$ cat config.mk
export PLATFORM = sky130hd
export DESIGN_NAME = pipeline_hazard_sequencer_flat
export DESIGN_NICKNAME = d
export VERILOG_FILES = /design/src/rtl/pipeline_hazard_sequencer_pkg.sv /design/src/rtl/pipeline_hazard_sequencer_if.sv /design/src/rtl/pipeline_hazard_sequencer_mem_wait.sv /design/src/rtl/pipeline_hazard_sequencer.sv /design/src/flat_wrapper.sv
export SDC_FILE = /design/constraint.sdc
export NUM_CORES = 1
export LEC_CHECK = 0
export CORE_ASPECT_RATIO = 1.25
export CORE_MARGIN = 1
export CORE_UTILIZATION = 35
export CTS_CLUSTER_SIZE = 40
export DETAILED_ROUTE_END_ITERATION = 16
export SETUP_SLACK_MARGIN = 0.02
export SLEW_MARGIN = 25
export SYNTH_ARGS = -nofsm -noshare
export SYNTH_HDL_FRONTEND = slang
export SYNTH_SLANG_ARGS = --single-unit
$ cat constraint.sdc
create_clock -name clk -period 2 [get_ports clk]
set_input_delay 0.5 -clock clk [delete_from_list [all_inputs] [get_ports clk]]
set_output_delay 0.5 -clock clk [all_outputs]
set_load 0.05 [all_outputs]
$ cat src/rtl/pipeline_hazard_sequencer_pkg.sv
// Shared types for the pipeline hazard sequencer: scoreboard slot layout,
// memory-wait FSM states and the register-index width.
package pipeline_hazard_sequencer_pkg;

    localparam int REG_W = 4;

    typedef logic [REG_W-1:0] regIdx_t;

    typedef struct packed {
        regIdx_t dest;
        logic    wbEn;
        logic    memRead;
        logic    memWrite;
        logic    s;
    } slot_t;

    localparam slot_t BUBBLE = '0;

    typedef enum logic {
        IDLE = 1'b0,
        WAIT = 1'b1
    } memState_t;

    // True when the slot's instruction writes a register the ID instruction reads.
    function automatic logic readsDest(slot_t p, regIdx_t src1, regIdx_t src2, logic twoSrc);
        return p.wbEn && ((p.dest == src1) || (twoSrc && (p.dest == src2)));
    endfunction

endpackage

$ cat src/rtl/pipeline_hazard_sequencer_if.sv
// Control bus between the pipeline datapath (master) and the hazard sequencer (slave).
// memReq/memReady: memReq stays high for every WAIT cycle; the access completes in the first
// such cycle that samples memReady high (or at timeout); memReady is ignored while memReq is low.
interface pipeline_hazard_sequencer_if;
    import pipeline_hazard_sequencer_pkg::*;

    logic        idValid;
    regIdx_t     idSrc1;
    regIdx_t     idSrc2;
    logic        idTwoSrc;
    logic        idUsesFlags;
    regIdx_t     idDest;
    logic        idWbEn;
    logic        idMemRead;
    logic        idMemWrite;
    logic        idS;
    logic        exBranchTaken;
    logic        memReady;

    logic        freezeIF;
    logic        flushIF;
    logic        flushID;
    logic        stallAll;
    logic        memReq;
    logic        memErr;
    logic [15:0] stallCount;
    memState_t   memState;

    modport master (
        output idValid, idSrc1, idSrc2, idTwoSrc, idUsesFlags, idDest,
               idWbEn, idMemRead, idMemWrite, idS, exBranchTaken, memReady,
        input  freezeIF, flushIF, flushID, stallAll, memReq, memErr, stallCount, memState
    );

    modport slave (
        input  idValid, idSrc1, idSrc2, idTwoSrc, idUsesFlags, idDest,
               idWbEn, idMemRead, idMemWrite, idS, exBranchTaken, memReady,
        output freezeIF, flushIF, flushID, stallAll, memReq, memErr, stallCount, memState
    );

endinterface

$ cat src/rtl/pipeline_hazard_sequencer_mem_wait.sv
// Data-memory wait FSM: one IDLE entry cycle per access, then WAIT until memReady
// or until MEM_TIMEOUT WAIT cycles have elapsed (which sets the sticky memErr).
module mem_wait_fsm
    import pipeline_hazard_sequencer_pkg::*;
#(
    parameter int MEM_TIMEOUT = 16
)
(
    input  logic      clk,
    input  logic      rst,
    input  logic      memOp,
    input  logic      memReady,
    output logic      memReq,
    output logic      memStall,
    output logic      memErr,
    output memState_t state
);

    localparam int            CW   = $clog2(MEM_TIMEOUT);
    localparam logic [CW-1:0] LAST = CW'(MEM_TIMEOUT - 1);

    memState_t     nextState;
    logic [CW-1:0] waitCnt;
    logic          timeout;

    assign timeout = (state == WAIT) && !memReady && (waitCnt == LAST);

    // The counter is held at zero in IDLE, so every WAIT visit starts counting from 0.
    always_ff @(posedge clk or negedge rst) begin
        if (!rst) begin
            state   <= IDLE;
            waitCnt <= '0;
            memErr  <= 1'b0;
        end else begin
            state   <= nextState;
            waitCnt <= (state == WAIT) ? waitCnt + 1'b1 : '0;
            if (timeout) begin
                memErr <= 1'b1;
            end
        end
    end

    always_comb begin
        nextState = state;
        case (state)
            IDLE: if (memOp) nextState = WAIT;
            WAIT: if (memReady || timeout) nextState = IDLE;
            default: nextState = IDLE;
        endcase
    end

    always_comb begin
        memReq   = 1'b0;
        memStall = 1'b0;
        case (state)
            IDLE: memStall = memOp;
            WAIT: begin
                memReq   = 1'b1;
                memStall = !memReady && !timeout;
            end
            default: begin
                memReq   = 1'b0;
                memStall = 1'b0;
            end
        endcase
    end

endmodule

$ cat src/rtl/pipeline_hazard_sequencer.sv
// Pipeline hazard sequencer: EX/MEM shadow scoreboard, RAW and flag hazard detection,
// branch flush and memory-wait stall priority for the five-stage pipeline registers.
module pipeline_hazard_sequencer
    import pipeline_hazard_sequencer_pkg::*;
#(
    parameter bit FWD_EN      = 1'b1,
    parameter int MEM_TIMEOUT = 16
)
(
    input logic                        clk,
    input logic                        rst,
    pipeline_hazard_sequencer_if.slave bus
);

    slot_t       exSlot;
    slot_t       memSlot;
    slot_t       idSlot;
    logic        hitEx;
    logic        hitMem;
    logic        rawHaz;
    logic        flagHaz;
    logic        hazard;
    logic        memOp;
    logic        memStall;
    logic        memReqRaw;
    logic        memErr;
    memState_t   memState;
    logic        pipeStall;
    logic        pipeFreeze;
    logic        pipeFlushIF;
    logic        pipeFlushID;
    logic [15:0] stallCount;
    logic        unusedMemS;

    assign idSlot = '{dest:     bus.idDest,
                      wbEn:     bus.idWbEn,
                      memRead:  bus.idMemRead,
                      memWrite: bus.idMemWrite,
                      s:        bus.idS};

    assign hitEx   = readsDest(exSlot, bus.idSrc1, bus.idSrc2, bus.idTwoSrc);
    assign hitMem  = readsDest(memSlot, bus.idSrc1, bus.idSrc2, bus.idTwoSrc);
    // With forwarding only a load in EX cannot be bypassed in time.
    assign rawHaz  = FWD_EN ? (hitEx && exSlot.memRead) : (hitEx || hitMem);
    assign flagHaz = bus.idUsesFlags && exSlot.s;
    assign hazard  = bus.idValid && (rawHaz || flagHaz);
    assign memOp   = memSlot.memRead || memSlot.memWrite;

    // Flags are consumed from EX only; the MEM copy of s is carried for slot symmetry.
    assign unusedMemS = memSlot.s;

    mem_wait_fsm #(
        .MEM_TIMEOUT(MEM_TIMEOUT)
    ) uMemWait (
        .clk      (clk),
        .rst      (rst),
        .memOp    (memOp),
        .memReady (bus.memReady),
        .memReq   (memReqRaw),
        .memStall (memStall),
        .memErr   (memErr),
        .state    (memState)
    );

    always_comb begin
        pipeStall   = 1'b0;
        pipeFreeze  = 1'b0;
        pipeFlushIF = 1'b0;
        pipeFlushID = 1'b0;
        if (memStall) begin
            pipeStall  = 1'b1;
            pipeFreeze = 1'b1;
        end else if (bus.exBranchTaken) begin
            pipeFlushIF = 1'b1;
            pipeFlushID = 1'b1;
        end else if (hazard) begin
            pipeFreeze  = 1'b1;
            pipeFlushID = 1'b1;
        end
    end

    always_ff @(posedge clk or negedge rst) begin
        if (!rst) begin
            exSlot  <= BUBBLE;
            memSlot <= BUBBLE;
        end else if (!pipeStall) begin
            memSlot <= exSlot;
            exSlot  <= (pipeFlushID || !bus.idValid) ? BUBBLE : idSlot;
        end
    end

    always_ff @(posedge clk or negedge rst) begin
        if (!rst) begin
            stallCount <= '0;
        end else if (pipeFreeze && (stallCount != 16'hFFFF)) begin
            stallCount <= stallCount + 16'd1;
        end
    end

    // Combinational outputs are forced low while reset is asserted.
    assign bus.stallAll   = rst & pipeStall;
    assign bus.freezeIF   = rst & pipeFreeze;
    assign bus.flushIF    = rst & pipeFlushIF;
    assign bus.flushID    = rst & pipeFlushID;
    assign bus.memReq     = rst & memReqRaw;
    assign bus.memErr     = memErr;
    assign bus.stallCount = stallCount;
    assign bus.memState   = memState;

endmodule

$ cat src/flat_wrapper.sv
// flat-port wrapper written by rule: the top's interface ports become plain ports
module pipeline_hazard_sequencer_flat import pipeline_hazard_sequencer_pkg::*;
#(
    parameter bit FWD_EN      = 1'b1,
    parameter int MEM_TIMEOUT = 16
)
  (clk, rst, bus_idValid, bus_idSrc1, bus_idSrc2, bus_idTwoSrc, bus_idUsesFlags, bus_idDest, bus_idWbEn, bus_idMemRead, bus_idMemWrite, bus_idS, bus_exBranchTaken, bus_memReady, bus_freezeIF, bus_flushIF, bus_flushID, bus_stallAll, bus_memReq, bus_memErr, bus_stallCount, bus_memState);
  pipeline_hazard_sequencer_if bus_i ();
  input logic clk;
  input logic rst;
  input wire logic [$bits(bus_i.idValid)-1:0] bus_idValid;
  input wire logic [$bits(bus_i.idSrc1)-1:0] bus_idSrc1;
  input wire logic [$bits(bus_i.idSrc2)-1:0] bus_idSrc2;
  input wire logic [$bits(bus_i.idTwoSrc)-1:0] bus_idTwoSrc;
  input wire logic [$bits(bus_i.idUsesFlags)-1:0] bus_idUsesFlags;
  input wire logic [$bits(bus_i.idDest)-1:0] bus_idDest;
  input wire logic [$bits(bus_i.idWbEn)-1:0] bus_idWbEn;
  input wire logic [$bits(bus_i.idMemRead)-1:0] bus_idMemRead;
  input wire logic [$bits(bus_i.idMemWrite)-1:0] bus_idMemWrite;
  input wire logic [$bits(bus_i.idS)-1:0] bus_idS;
  input wire logic [$bits(bus_i.exBranchTaken)-1:0] bus_exBranchTaken;
  input wire logic [$bits(bus_i.memReady)-1:0] bus_memReady;
  output wire logic [$bits(bus_i.freezeIF)-1:0] bus_freezeIF;
  output wire logic [$bits(bus_i.flushIF)-1:0] bus_flushIF;
  output wire logic [$bits(bus_i.flushID)-1:0] bus_flushID;
  output wire logic [$bits(bus_i.stallAll)-1:0] bus_stallAll;
  output wire logic [$bits(bus_i.memReq)-1:0] bus_memReq;
  output wire logic [$bits(bus_i.memErr)-1:0] bus_memErr;
  output wire logic [$bits(bus_i.stallCount)-1:0] bus_stallCount;
  output wire logic [$bits(bus_i.memState)-1:0] bus_memState;
  assign bus_i.idValid = bus_idValid;
  assign bus_i.idSrc1 = bus_idSrc1;
  assign bus_i.idSrc2 = bus_idSrc2;
  assign bus_i.idTwoSrc = bus_idTwoSrc;
  assign bus_i.idUsesFlags = bus_idUsesFlags;
  assign bus_i.idDest = bus_idDest;
  assign bus_i.idWbEn = bus_idWbEn;
  assign bus_i.idMemRead = bus_idMemRead;
  assign bus_i.idMemWrite = bus_idMemWrite;
  assign bus_i.idS = bus_idS;
  assign bus_i.exBranchTaken = bus_exBranchTaken;
  assign bus_i.memReady = bus_memReady;
  assign bus_freezeIF = bus_i.freezeIF;
  assign bus_flushIF = bus_i.flushIF;
  assign bus_flushID = bus_i.flushID;
  assign bus_stallAll = bus_i.stallAll;
  assign bus_memReq = bus_i.memReq;
  assign bus_memErr = bus_i.memErr;
  assign bus_stallCount = bus_i.stallCount;
  assign bus_memState = bus_i.memState;
  pipeline_hazard_sequencer #(.FWD_EN(FWD_EN), .MEM_TIMEOUT(MEM_TIMEOUT)) u_core (.clk(clk), .rst(rst), .bus(bus_i));
endmodule
; ---- After elaboration in Yosys (flattened, before gate mapping)
; Cells that the tools add are included.
[word_totals]
output_inout_bits = 23
input_bits = 23
ff_bits = 32
wordCells = 55
[classes]
n_eq_ne = 4
mux = 15
n_addsub = 2
bitwise = 6
n_reduce_logical = 17
[op_table]
columns = op, n
row1 = $add 16x1->16 const B, 1
row2 = $ne 16x16->1 const B, 1
row3 = $mux 1, 11
row4 = $logic_and 1x1->1, 9
row5 = $eq 4x4->1, 2
row6 = $mux 8, 1
row7 = $and 1x1->1, 5
row8 = $logic_or 1x1->1, 5
row9 = $add 4x1->4 const B, 1
row10 = $eq 4x4->1 const B, 1
row11 = $mux 4, 1
row12 = $pmux 1 s2, 2
row13 = $logic_not 1->1, 3
row14 = $not 1->1, 1

; ---- Longest topological paths before layout
[depth]
ltp_word = 12
ltp_mapped = 8
mapped_depth_nobuf = 6

; ---- By module
; Synthesis repeated with hierarchy kept, for this count alone.
[unflattened]
cells_unflattened = 141
area_unflattened_um2 = 1645.3
[by_module_without_submodules]
columns = module, n_inst, area_per_inst_um2, seq_area_each_um2, cells_each
row1 = pipeline_hazard_sequencer, 1, 1390.1, 650.6, 120
row2 = mem_wait_fsm, 1, 255.2, 150.1, 21

; ---- Least setup slack after synthesis
; OpenSTA, ideal clock, no wires.
[synth_path]
path_kind = register to output
startpoint = register u_core.uMemWait.state
endpoint = output port bus_flushID
t_arrival_ns = 2.335
path_slack_ns = -0.835
path_stages_with_launch = 4
required_ns = 1.500
n_path_buf = 1
cell_sequence = dfrtp_1 -> o22ai_2 -> clkbuf_1 -> nor3b_1
[synth_via]
elab_chain_len = 7
elab_cells_between_ends = 8
cone_classes = mux: 2 / bitwise: 2 / reduce/logical: 4
[synth_lines]
columns = element, line
row1 = from (decl), pipeline_hazard_sequencer_mem_wait.sv:16  ; output memState_t state
row2 = from (signal assigned), pipeline_hazard_sequencer_mem_wait.sv:35  ; state <= nextState;
row3 = $logic_and 1x1->1 (2 in a row), pipeline_hazard_sequencer_mem_wait.sv:26  ; assign timeout = (state == WAIT) && !memReady && (waitCnt == LAST);
row4 = $logic_not 1->1, pipeline_hazard_sequencer_mem_wait.sv:59  ; memStall = !memReady && !timeout;
row5 = $logic_and 1x1->1, pipeline_hazard_sequencer_mem_wait.sv:59
row6 = $pmux 1 s2 (*), pipeline_hazard_sequencer_mem_wait.sv:55  ; case (state)
row7 = named net u_core.memStall, pipeline_hazard_sequencer.sv:24  ; logic memStall;
row8 = $mux 1 (*), pipeline_hazard_sequencer.sv:70  ; if (memStall) begin
row9 = $and 1x1->1 (*), pipeline_hazard_sequencer.sv:104  ; assign bus.flushID = rst & pipeFlushID;
row10 = to (decl), flat_wrapper.sv:25  ; output wire logic [$bits(bus_i.flushID)-1:0] bus_flushID;
; The timed path passes the listed nets; every way through them passes the cells marked *.

; ---- Final worst setup path
[layout_path]
startpoint = register u_core.exSlot[6] in the netlist's numbering
endpoint = output port bus_freezeIF
[layout_via]
elab_chain_len = 11
elab_cells_between_ends = 12
cone_classes = eq/ne: 2 / mux: 3 / bitwise: 1 / reduce/logical: 6
[layout_lines]
columns = element, line
row1 = from (decl), pipeline_hazard_sequencer.sv:15  ; slot_t exSlot;
row2 = from (signal assigned), pipeline_hazard_sequencer.sv:88  ; exSlot <= (pipeFlushID || !bus.idValid) ? BUBBLE : idSlot;
row3 = $eq 4x4->1, pipeline_hazard_sequencer_pkg.sv:26  ; return p.wbEn && ((p.dest == src1) || (twoSrc && (p.dest == src2)));
row4 = $logic_and 1x1->1, pipeline_hazard_sequencer_pkg.sv:26
row5 = $logic_or 1x1->1 (*), pipeline_hazard_sequencer_pkg.sv:26
row6 = $logic_and 1x1->1 (*), pipeline_hazard_sequencer_pkg.sv:26
row7 = $logic_and 1x1->1 (*), pipeline_hazard_sequencer.sv:44  ; assign rawHaz = FWD_EN ? (hitEx && exSlot.memRead) : (hitEx || hitMem);
row8 = $logic_or 1x1->1 (*), pipeline_hazard_sequencer.sv:46  ; assign hazard = bus.idValid && (rawHaz || flagHaz);
row9 = $logic_and 1x1->1 (*), pipeline_hazard_sequencer.sv:46
row10 = $mux 1 (*), pipeline_hazard_sequencer.sv:76  ; end else if (hazard) begin
row11 = $mux 1 (*), pipeline_hazard_sequencer.sv:73  ; end else if (bus.exBranchTaken) begin
row12 = $mux 1 (*), pipeline_hazard_sequencer.sv:70
row13 = $and 1x1->1 (*), pipeline_hazard_sequencer.sv:102  ; assign bus.freezeIF = rst & pipeFreeze;
row14 = to (decl), flat_wrapper.sv:23  ; output wire logic [$bits(bus_i.freezeIF)-1:0] bus_freezeIF;
; Every way passes the cells marked *; elsewhere a longest branch is shown, timed or not.

==> results.toml <==
[detailed_routing]
drt-initial-drc-count = 34
detail_route.vias_per_cell = 4.96
firstDrtPassIters = 4
wl_per_cell_um = 14.0
drc = 0
routed_wl_mm = 3.71
antenna_left = 0
vias = 1319

[cts]
cts_sinks = 32
cts_buffer_depth = 2
cts_buffers = 5
clkSlewWorstSetupHoldPaths_ns = 0.06
cts_tree = "built"
insertion_delay_ns = 0.28
cts-root-buf = "clkbuf_8"
cts_hold_buf = 0
h-tree-depth = 2

[setup_path]
cpMaxStageDelayCell = "dfrtp_1"
critical_path_required_ns = 1.50
crit_type = "reg -> out"
slowest_delay_ns = 0.41
path_max_fanout = 3
cp-startpoint = "u_core.exSlot[6]"
worst_setup_path_start_kind = "flip-flop"
cp_data_arrival_time_ns = 1.76
timing.rr.start = "u_core.exSlot[6]"
path_cells = "xor2_1 -> nor3_2 -> a31oi_1 -> and3b_2 -> nor2b_4 -> buf_12"
critPathCaptureType = "output port"

[yosys]
ys_warn_count = 0
synthCells = 142
synth_xor_area_share_pct = 13.5
synth_seq_cells = 32
synth_top_area_share_pct = 49.4
yosysTopAreaCell = "dfrtp_1"
syn_area_um2 = 1620
synth.distinct_cells = 34
synth_nets = 167
yosys.area_share.adder_pct = 1.54
synth.avg_cell_area_um2 = 11.4
synth-seq-area-share_pct = 49.4
synth-compound-area-share_pct = 7.10
muxShareOfSynthArea_pct = 2.31
yosys.area_share.simple_pct = 24.6
synth_top_family_by_area = "simple AND/OR/NAND/NOR gates"
synth.area.top_cells = "dfrtp_1 49%, xor2_1 11%, nor3_2 4.9%, a22o_1 4.3%, nand3_1 2.8%"

[global_route]
track_usage_pct = 16.3
first_global_vias = 1390
grt_max_degree = 17
grt-ovfl-total = 0
grt_pass1_wl_mm = 6.31
antenna_found_initial = 0

[sta]
fmax_ghz = 0.443
slew_headroom_pct = 64.6
slew_viol_final = 0
setup_viol = 4
clock_skew_ns = 0.00757
period_needed_ns = 2.26
final_hold_viol_count = 0
worst_pin_slew_ns = 0.527
finalWorstSetupSlack_ns = -0.258
finalCritPeriodShare_pct = 113
rsz0062_at_grt = "true"

[cells_and_area]
nets = 232
final_area_um2 = 2550
fillers = 390
syn_to_final_growth_pct = 57.1
drive_gt1_share_pct = 39.9
utilization_pct = 57.6
antenna_cells = 0

[pwr]
p_leak_uw = 0.00112
power.density_nw_per_um2 = 1490
vdd_drop_max_mv = 0.696

[floorplan]
dieArea_um2 = 4910
die-height_um = 78.1
coreArea_um2 = 4430
rows = 27
die_w_um = 62.9
start_util_pct = 36.6
io_pins = 46

[run]
cap_violations = 0

[placed_design]
dp_hpwl_mm = 2.78
place.gp.congestion = 0.862
place_ws_ns = -0.541
numPortBuffers = 45
placed_cell_area_um2 = 2310

[status]
outcome = "complete, but fails checks"
violations = "setup timing"

[worst_hold_path]
worst_hold_startpoint = "u_core.uMemWait.memErr"
hp-class = "reg -> reg"
## registers in the layout, summed over array words and instances, names as in the netlist
register	count
u_core.memSlot	2
u_core.uMemWait.waitCnt	4
u_core.uMemWait.state	1
u_core.bus.stallCount	16
u_core.uMemWait.memErr	1
u_core.exSlot	8
## area by class of cell
| type | count | area (µm²) | area share, % |
|---|---|---|---|
| Sequential cell | 32 | 805 | 31.6 |
| Timing Repair Buffer | 62 | 608 | 23.9 |
| Clock buffer | 8 | 90.1 | 3.54 |
| Multi-Input combinational cell | 105 | 968 | 38.0 |
| Tap cell | 58 | 72.6 | 2.85 |
| Inverter | 1 | 3.75 | 0.147 |
## power breakdown
group | switching (µW) | internal [µW] | total (µW) | leakage (µW)
registers | 262 | 863 | 1120 | 0.000389
clock network | 231 | 281 | 512 | 0.0000455
logic | 1220 | 931 | 2150 | 0.000688
total | 1710 | 2070 | 3780 | 0.00112
## metrics by stage
step	hold slack, ns	std cells	power [µW]	setup TNS [ns]
global route	0.511	266	3990	-1.20
finish	0.494	266	3780	-0.828
floorplan	0.204	142	2410	-0.334
detailed placement	0.452	255	3040	-8.81
CTS	0.489	265	3590	-0.965
global placement	0.453	255	3010	-8.82
## cell families (layout without fill, tap and decap cells)
family          after synthesis  in the layout
xor+xnor                     25             25
mux                           3              3
buf+inv                       5             71
fa+ha+maj                     2              2
compound gates               14             14
flops                        32             32
simple gates                 61             61
## worst paths after layout
check,depth (start not counted),slack [ns],end
worst min-delay path,1,0.49,u_core.uMemWait.memErr
worst max-delay path,6,-0.26,bus_freezeIF
max in group asynchronous,3,1.06,u_core.bus.stallCount[0]
worst max register to register,8,0.05,u_core.bus.stallCount[13]
min in group asynchronous,3,0.68,u_core.exSlot[2]
worst min register to register,1,0.49,u_core.uMemWait.memErr
## synthesized netlist by cell type
library cell  number
dfrtp_1           32
xor2_1            20
nand3_1            9
a22o_1             8
nor3_2             8
nand2_1            7
and3_1             6
and2_1             5
nor2_1             5
xnor2_1            5
nor2b_1            4
nor3b_1            3
a31oi_1            2
and3b_1            2
buf_2              2
ha_1               2
mux2_2             2
nand2b_1           2
nand4_1            2
nor4_2             2
a21oi_1            1
a22oi_1            1
and4_1             1
buf_4              1
clkbuf_1           1
inv_1              1
mux2_4             1
nand3b_1           1
nand4b_1           1
nor3_1             1
o21bai_1           1
o22ai_2            1
or2_4              1
or3_1              1
## metal layers
| layer | wire (µm) | track usage [%] | part of all wire, % |
|---|---|---|---|
| met3 | 180 | 4.36 | 4.8 |
| met4 | 38 | 5.35 | 1.0 |
| met2 | 2010 | 29.7 | 54 |
| met5 | 0 | 0 | 0 |
| met1 | 1480 | 18.1 | 40 |
## placed cells by master, fill, tap and decap left out, drive strengths merged, types with 7 or more instances in the layout
cell	n
nand2	7
nor3	9
clkbuf	8
xor2	20
nand3	9
dfrtp	32
dlygate4sd2	8
buf	40
a22o	8
clkdlybuf4s50	10
## what timing repair did
| item | CTS | global route |
|---|---|---|
| setup endpoints to repair | 20 | 9 |
| pin swaps | 15 | 18 |
| gates resized for setup | 21 | 21 |
| buffers inserted | 2 | 1 |
| endpoints found under the hold margin | 0 | 0 |
## worst max-delay path, delay by kind of cell, from the launching register on
kind	cells	cell delay, ns
flip-flops	1	0.41
AO/OA/AOI/OAI	1	0.12
AND/OR/NAND/NOR	3	0.64
buffers and inverters	1	0.14
XOR/XNOR	1	0.16
No activity file was read; power rests on OpenSTA's default activity.
